<file path="config.mk">
export PLATFORM = sky130hd
export DESIGN_NAME = cpu_muldiv_unit
export DESIGN_NICKNAME = d
export VERILOG_FILES = /design/src/rtl/cpu_muldiv_unit.sv
export SDC_FILE = /design/constraint.sdc
export NUM_CORES = 1
export LEC_CHECK = 0
export CORE_ASPECT_RATIO = 0.7
export CORE_MARGIN = 8
export CORE_UTILIZATION = 52
export DETAILED_ROUTE_END_ITERATION = 16
export GPL_ROUTABILITY_DRIVEN = 0
export PLACE_DENSITY = 0.81
export SLEW_MARGIN = 25
export SYNTH_ARGS = -nofsm -noshare
export SYNTH_HDL_FRONTEND = slang
export SYNTH_SLANG_ARGS = --single-unit
</file>
<file path="constraint.sdc">
create_clock -name clk -period 4.2 [get_ports clk]
set_input_delay 1.26 -clock clk [delete_from_list [all_inputs] [get_ports clk]]
set_output_delay 1.26 -clock clk [all_outputs]
set_load 0.02 [all_outputs]
</file>
<file path="src/rtl/cpu_muldiv_unit.sv">
// Iterative unsigned multiply/divide unit: one bit per clock, fixed WIDTH-cycle
// latency, single-cycle write request towards cpu_reg.
module cpu_muldiv_unit #(
    parameter int WIDTH    = 32,
    parameter int REG_ADDR = 5
) (
    input  logic                clk,
    input  logic                reset,
    input  logic                start,
    input  logic [1:0]          op,
    input  logic [WIDTH-1:0]    a,
    input  logic [WIDTH-1:0]    b,
    input  logic [REG_ADDR-1:0] dest,
    output logic                busy,
    output logic                write,
    output logic [REG_ADDR-1:0] write_reg,
    output logic [WIDTH-1:0]    write_data
);

    localparam int CW = (WIDTH > 1) ? $clog2(WIDTH) : 1;
    localparam logic [CW-1:0] LAST_ITER = CW'(WIDTH - 1);

    localparam logic [1:0] IDLE = 2'd0;
    localparam logic [1:0] RUN  = 2'd1;
    localparam logic [1:0] DONE = 2'd2;

    localparam logic [1:0] OP_MUL   = 2'b00;
    localparam logic [1:0] OP_MULHU = 2'b01;
    localparam logic [1:0] OP_DIVU  = 2'b10;
    localparam logic [1:0] OP_REMU  = 2'b11;

    logic [1:0]          state;
    logic [CW-1:0]       count;
    logic [1:0]          op_q;
    logic [REG_ADDR-1:0] dest_q;
    logic [WIDTH-1:0]    a_q;
    logic [WIDTH-1:0]    b_q;
    logic [2*WIDTH-1:0]  prod;
    logic [WIDTH-1:0]    rem;
    logic [WIDTH-1:0]    quo;

    logic [WIDTH:0]      mul_sum;
    logic [2*WIDTH-1:0]  prod_next;
    logic [WIDTH:0]      div_shift;
    logic [WIDTH:0]      div_diff;
    logic [WIDTH-1:0]    rem_next;
    logic [WIDTH-1:0]    quo_next;
    logic [WIDTH-1:0]    result_next;

    assign busy  = (state != IDLE);
    assign write = (state == DONE);

    // Both datapaths step every RUN cycle; op_q only picks which one is reported.
    // Multiply keeps the multiplier in the low half of prod and shifts it out LSB first.
    // Divide forms a WIDTH+1-bit trial remainder, so a zero divisor naturally
    // yields an all-ones quotient and a remainder equal to the dividend.
    always_comb begin
        mul_sum     = {1'b0, prod[2*WIDTH-1:WIDTH]} + {1'b0, (prod[0] ? a_q : {WIDTH{1'b0}})};
        prod_next   = {mul_sum, prod[WIDTH-1:1]};
        div_shift   = {rem, quo[WIDTH-1]};
        div_diff    = div_shift - {1'b0, b_q};
        rem_next    = div_diff[WIDTH] ? div_shift[WIDTH-1:0] : div_diff[WIDTH-1:0];
        quo_next    = {quo[WIDTH-2:0], ~div_diff[WIDTH]};
        result_next = prod_next[WIDTH-1:0];
        case (op_q)
            OP_MUL:   result_next = prod_next[WIDTH-1:0];
            OP_MULHU: result_next = prod_next[2*WIDTH-1:WIDTH];
            OP_DIVU:  result_next = quo_next;
            OP_REMU:  result_next = rem_next;
            default:  result_next = prod_next[WIDTH-1:0];
        endcase
    end

    // Start is only looked at in IDLE, so requests during RUN or DONE are dropped.
    always_ff @(posedge clk or negedge reset) begin
        if (!reset) begin
            state      <= IDLE;
            count      <= '0;
            op_q       <= '0;
            dest_q     <= '0;
            a_q        <= '0;
            b_q        <= '0;
            prod       <= '0;
            rem        <= '0;
            quo        <= '0;
            write_reg  <= '0;
            write_data <= '0;
        end else begin
            case (state)
                IDLE: begin
                    if (start) begin
                        a_q    <= a;
                        b_q    <= b;
                        op_q   <= op;
                        dest_q <= dest;
                        count  <= '0;
                        prod   <= {{WIDTH{1'b0}}, b};
                        rem    <= '0;
                        quo    <= a;
                        state  <= RUN;
                    end
                end
                RUN: begin
                    prod  <= prod_next;
                    rem   <= rem_next;
                    quo   <= quo_next;
                    count <= count + 1'b1;
                    if (count == LAST_ITER) begin
                        write_reg  <= dest_q;
                        write_data <= result_next;
                        state      <= DONE;
                    end
                end
                DONE: begin
                    state <= IDLE;
                end
                default: begin
                    state <= IDLE;
                end
            endcase
        end
    end

endmodule

</file>
# --- After elaboration in Yosys (flattened, before gate mapping) ---
# Index checks and enable logic that the tools add are counted.
totals:
  reg_bits: 243
  wordCells: 45
classes:
  addsub: 3
  n_eq_ne: 8
  n_mux: 14
  bitwise: 1
  reduce_logical: 8
op_table:
  columns: ["cell", "count"]
  rows:
  - ["32-bit 2-to-1 mux", 4]
  - ["32-bit case mux with 2 select lines", 2]
  - ["32-bit case mux with 4 select lines", 1]
  - ["64-bit case mux with 2 select lines", 1]
  - ["64-bit 2-to-1 mux", 1]
  - ["32-bit by 32-bit adder with 33-bit output", 1]
  - ["33-bit by 32-bit subtractor with 33-bit output", 1]
  - ["5-bit case mux with 2 select lines", 1]
  - ["2-bit AND reduction", 4]
  - ["2-bit equality test, second input constant", 3]
  - ["5-bit by 1-bit adder with 5-bit output, second input constant", 1]
  - ["5-bit equality test, second input constant", 1]
  - ["5-bit 2-to-1 mux", 1]
  - ["2-bit by 1-bit equality test with 1-bit output, second input constant", 2]
  - ["2-bit logical NOT", 2]
  - ["2-bit 2-to-1 mux", 2]
  - ["2-bit != test, second input constant", 2]
  - ["2-bit case mux with 2 select lines", 1]
  - ["2-bit nonzero test", 2]
  - ["1-bit inverter", 1]

# --- Depth between registers and ports, before layout ---
depth:
  word_depth: 3
  mapped_depth: 14

# --- Worst setup path before layout ---
# Ideal clock, no wire load.
synth_path:
  kind: "reg-to-reg"
  startpoint: "register b_q[0]"
  endpoint: "register write_data[21]"
  setup_ps: 126
  t_arrival_ps: 3076
  path_slack_ps: 998
  path_stages_with_launch: 14
  n_path_buf: 1
  synth_period_minus_slack_ps: 3202
  path_cell_list: "dfrtp_1 > ha_1 > fa_1 > nand2b_1 > a21oi_1 > o21ai_1 > o31ai_4 > nand2_2 > a21o_4 > xnor2_4 > buf_8 > mux2i_1 > a211oi_1 > a221o_1"
synth_between:
  elab_chain_len: 3
synth_lines:
  columns: ["element", "line_no", "source"]
  rows:
  - ["start, declared", "37", "logic [WIDTH-1:0] b_q;"]
  - ["start signal, assigned", "82", "b_q <= '0;"]
  - ["start signal, assigned", "93", "b_q <= b;"]
  - ["33-bit by 32-bit subtractor with 33-bit output", "61", "div_diff = div_shift - {1'b0, b_q};"]
  - ["32-bit 2-to-1 mux", "62", "rem_next = div_diff[WIDTH] ? div_shift[WIDTH-1:0] : div_diff[WIDTH-1:0];"]
  - ["32-bit case mux with 4 select lines", "65", "case (op_q)"]
  - ["end signal, assigned", "110", "write_data <= result_next;"]
  - ["end, declared", "17", "output logic [WIDTH-1:0] write_data"]
# No other way between the ends.
# A chain may end at the register's enable or synchronous reset.

# --- Final worst setup path ---
layout_path:
  startpoint: "register quo[31]"
  endpoint: "register write_data[16]"
layout_between:
  elab_chain_len: 3
layout_lines:
  columns: ["element", "line_no", "source"]
  rows:
  - ["start, declared", "40", "logic [WIDTH-1:0] quo;"]
  - ["start signal, assigned", "106", "quo <= quo_next;"]
  - ["33-bit by 32-bit subtractor with 33-bit output", "61", null]
  - ["32-bit 2-to-1 mux", "62", null]
  - ["32-bit case mux with 4 select lines", "65", null]
# No other way between the ends.

==> results.sh <==
export IMPL_ys_ff_latch=243
export IMPL_io_buffers=112
export IMPL_initial_utilization_pct=52.6
export IMPL_clock_skew_final_ps=9.66
export IMPL_syn_area_per_cell_um2=8.75
export IMPL_wl_per_cell_um=20.6
export IMPL_async_flop_share_pct=100
export IMPL_grt_max_degree=110
export IMPL_seq_area_frac_synth_pct=43.5
export IMPL_seq_area_mm2=0.00608
export IMPL_grt_pass1_wl_um=67400
export IMPL_cts_buffer_depth=3
export IMPL_yosysUniqueCellTypes=68
export IMPL_setup_viol=0
export IMPL_cts_max_level=1
export IMPL_die_w_um=212
export IMPL_synth_nets=1741
export IMPL_drt_wl_total_um=42200
export IMPL_total_leakage_power_nw=7.39
export IMPL_root_buffer="clkbuf_16"
export IMPL_whs_ps=474
export IMPL_grt_overflow=0
export IMPL_synthCells=1599
export IMPL_dp_hpwl_um=29900
export IMPL_cts_made_buffers=24
export IMPL_fmax_mhz=260
export IMPL_crit_cells=14
export IMPL_fillers=2242
export IMPL_pre_cts_ws_ps=434
export IMPL_crit_required_ps=4620
export IMPL_max_slew_margin_pct=35.3
export IMPL_final_min_clock_period_ps=3850
export IMPL_diodes=0
export IMPL_worst_slew_pin_transition_ps=971
export IMPL_area_delta_synth_final_pct=16.9
export IMPL_maxSlewViolCount=0
export IMPL_fin_crit_sh_pct=91.7
export IMPL_fin_setup_tns_ps=0
export IMPL_crit_chain="inv_1 -> ha_1 -> fa_1 -> nand2b_1 -> a21oi_1 -> o21ai_1 -> o31ai_4 -> nand2_2 -> a21o_4 -> xnor2_4 -> buf_4 -> mux2i_1 -> a21oi_1 -> a221o_1"
export IMPL_finalNonFillerCells=2050
export IMPL_rows=50
export IMPL_hold_violations=0
export IMPL_cts_tree="yes"
export IMPL_synthesis_area_mm2=0.0140
export IMPL_r2r_start="quo[31]"
export IMPL_rsz0062_at_grt="no"
export IMPL_largest_reg_flops=64
export IMPL_path_delay_family="compound AO/OA/AOI/OAI gates"
export IMPL_fp_dieH_um=153
export IMPL_die_area_mm2=0.0325
export IMPL_drc_errors=0
export IMPL_grt_total_usage_pct=25.6
export IMPL_startpoint="quo[31]"
export IMPL_hold_depth=2
export IMPL_top_register="prod"
export IMPL_clkTransAtPathRegs_ps=70
export IMPL_cts_resized=0
export IMPL_cpMostUsedCell="a21oi_1"
export IMPL_initialDrtViolationCount=1388
export IMPL_hold_buffers=0
export IMPL_slowest_delay_ps=440
export IMPL_cts_sinks=243
export IMPL_synth_flop_cell="dfrtp_1"
export IMPL_firstDrtPassIters=5
export IMPL_worstSkewPairLatency_ps=540
export IMPL_placed_cells=2006
export IMPL_antenna_found_initial=0
export IMPL_synth_edf_count=0
export IMPL_min_path_type="register to register"
export IMPL_worstRegToRegCells=14
export IMPL_vias=12600
export IMPL_cap_violations=0
export IMPL_ys_warnings_count=0
export IMPL_cp_slowest_cell="buf_4"
export IMPL_multiInputGateArea_mm2=0.00731
export IMPL_detail_route_antenna_nets=0
export IMPL_via_per_inst=6.14
export IMPL_power_mw=16.9
export IMPL_peakVddDrop_mv=0.656
export IMPL_crit_path_max_fanout=27
export IMPL_core_mm2=0.0266
export IMPL_io_pins=113
export IMPL_rrSetupSlack_ps=350
export IMPL_cp_start_kind="register"
export IMPL_endpoint_kind="register"
export IMPL_cp_arrival_ps=4270
export IMPL_layout_setup_ws_ps=349
export IMPL_final_nets=1811
export IMPL_worstHoldStart="a_q[28]"
export IMPL_grt_pass1_vias=12300
export IMPL_worstSetupPathType="register to register"
export IMPL_post_cts_setup_buffers=0
export IMPL_worst_path_buf_inv=2
export IMPL_p_per_area_mw_per_mm2=1040
export IMPL_drive_gt1_share_pct=5.75
export IMPL_status="finished, final reports clean"
## cell families after synthesis
logic type	after synthesis	share of synthesized area [%]
and+or+nand+nor	592	18.5
muxes	41	2.94
AOI/OAI and AO/OA	437	20.6
adders and majority gates	68	6.19
xor gates and xnor gates	59	3.88
buffers and inverters	159	4.46
DFF	243	43.5
## final cells by class
class / instances / area share [%]
clock buffer: 31 / 4.27
inverter: 66 / 1.51
sequential: 243 / 37.2
tap: 364 / 2.78
multi-input combinational: 1197 / 44.7
timing repair buffer: 137 / 8.31
clock inverter: 12 / 1.21
## worst register-to-register path: stages (launching register included)
cell	delay, ps
dfrtp_1	340
inv_1	80
ha_1	210
fa_1	410
nand2b_1	180
a21oi_1	220
o21ai_1	200
o31ai_4	390
nand2_2	120
a21o_4	260
xnor2_4	120
buf_4	440
mux2i_1	310
a21oi_1	100
a221o_1	340
## per-stage QoR
stage	util (%)	cell area (um2)
6_report	61.5	16400
5_1_grt	61.5	16400
4_1_cts	61.4	16300
3_5_place_dp	58.0	15400
3_3_place_gp	58.0	15400
2_1_floorplan	-	14000
## where the power goes
| part | leakage [nW] | internal [mW] | switching, mW | total (mW) |
|---|---|---|---|---|
| combinational | 4.07 | 3.95 | 5.98 | 9.93 |
| clock | 0.436 | 1.48 | 0.980 | 2.46 |
| sequential | 2.89 | 3.57 | 0.986 | 4.55 |
## Yosys cell counts (9+ instances only)
library cell / instances / area [um2]
a21oi_1: 77 / 385
xor2_1: 27 / 236
a31oi_1: 9 / 56.3
nand2b_1: 12 / 75.1
inv_1: 66 / 248
a22oi_1: 54 / 405
o211ai_1: 14 / 105
nand3_1: 83 / 415
xnor2_1: 30 / 263
mux2i_1: 40 / 400
ha_1: 66 / 826
nor3_1: 24 / 120
o21ai_0: 140 / 701
and2_1: 37 / 231
a21o_1: 27 / 203
nor2_1: 71 / 267
dfrtp_1: 243 / 6080
a221o_1: 27 / 270
a211oi_1: 17 / 128
nand2_1: 333 / 1250
clkbuf_1: 78 / 293
## cell usage in the layout (no fill, tap or decap), types with 7 or more instances in the layout
master           count
dfrtp_1            242
o22ai_1              7
clkdlybuf4s50_1    111
clkbuf_16           25
mux2i_1             40
nand2b_1            11
o21ai_0            140
buf_4               22
o211ai_1            14
inv_1               66
o21bai_1             8
a21oi_1             77
nor2b_1              7
xor2_1              27
a21o_1              27
a31oi_1              9
a22oi_1             54
nor2_1              69
xnor2_1             30
nand3_1             83
a211oi_1            17
nor3_1              24
and2_1              36
ha_1                66
nand2_1            332
a221o_1             27
## worst paths after layout
path                             endpoint
max                        write_data[16]
min in group asynchronous    write_reg[1]
max in group asynchronous        prod[30]
min reg2reg                       a_q[28]
min                               a_q[28]
max reg2reg                write_data[16]
## layer usage
layer  track usage [%]  vias to the layer above  routed length, um
met5                 0                        -                  0
met4              10.1                        0               1920
met3              4.86                      111               3790
met2              39.0                      649              18300
met1              35.7                     6075              18100
li1                  -                     5755                  -
Power figures use the tool's default switching activity.
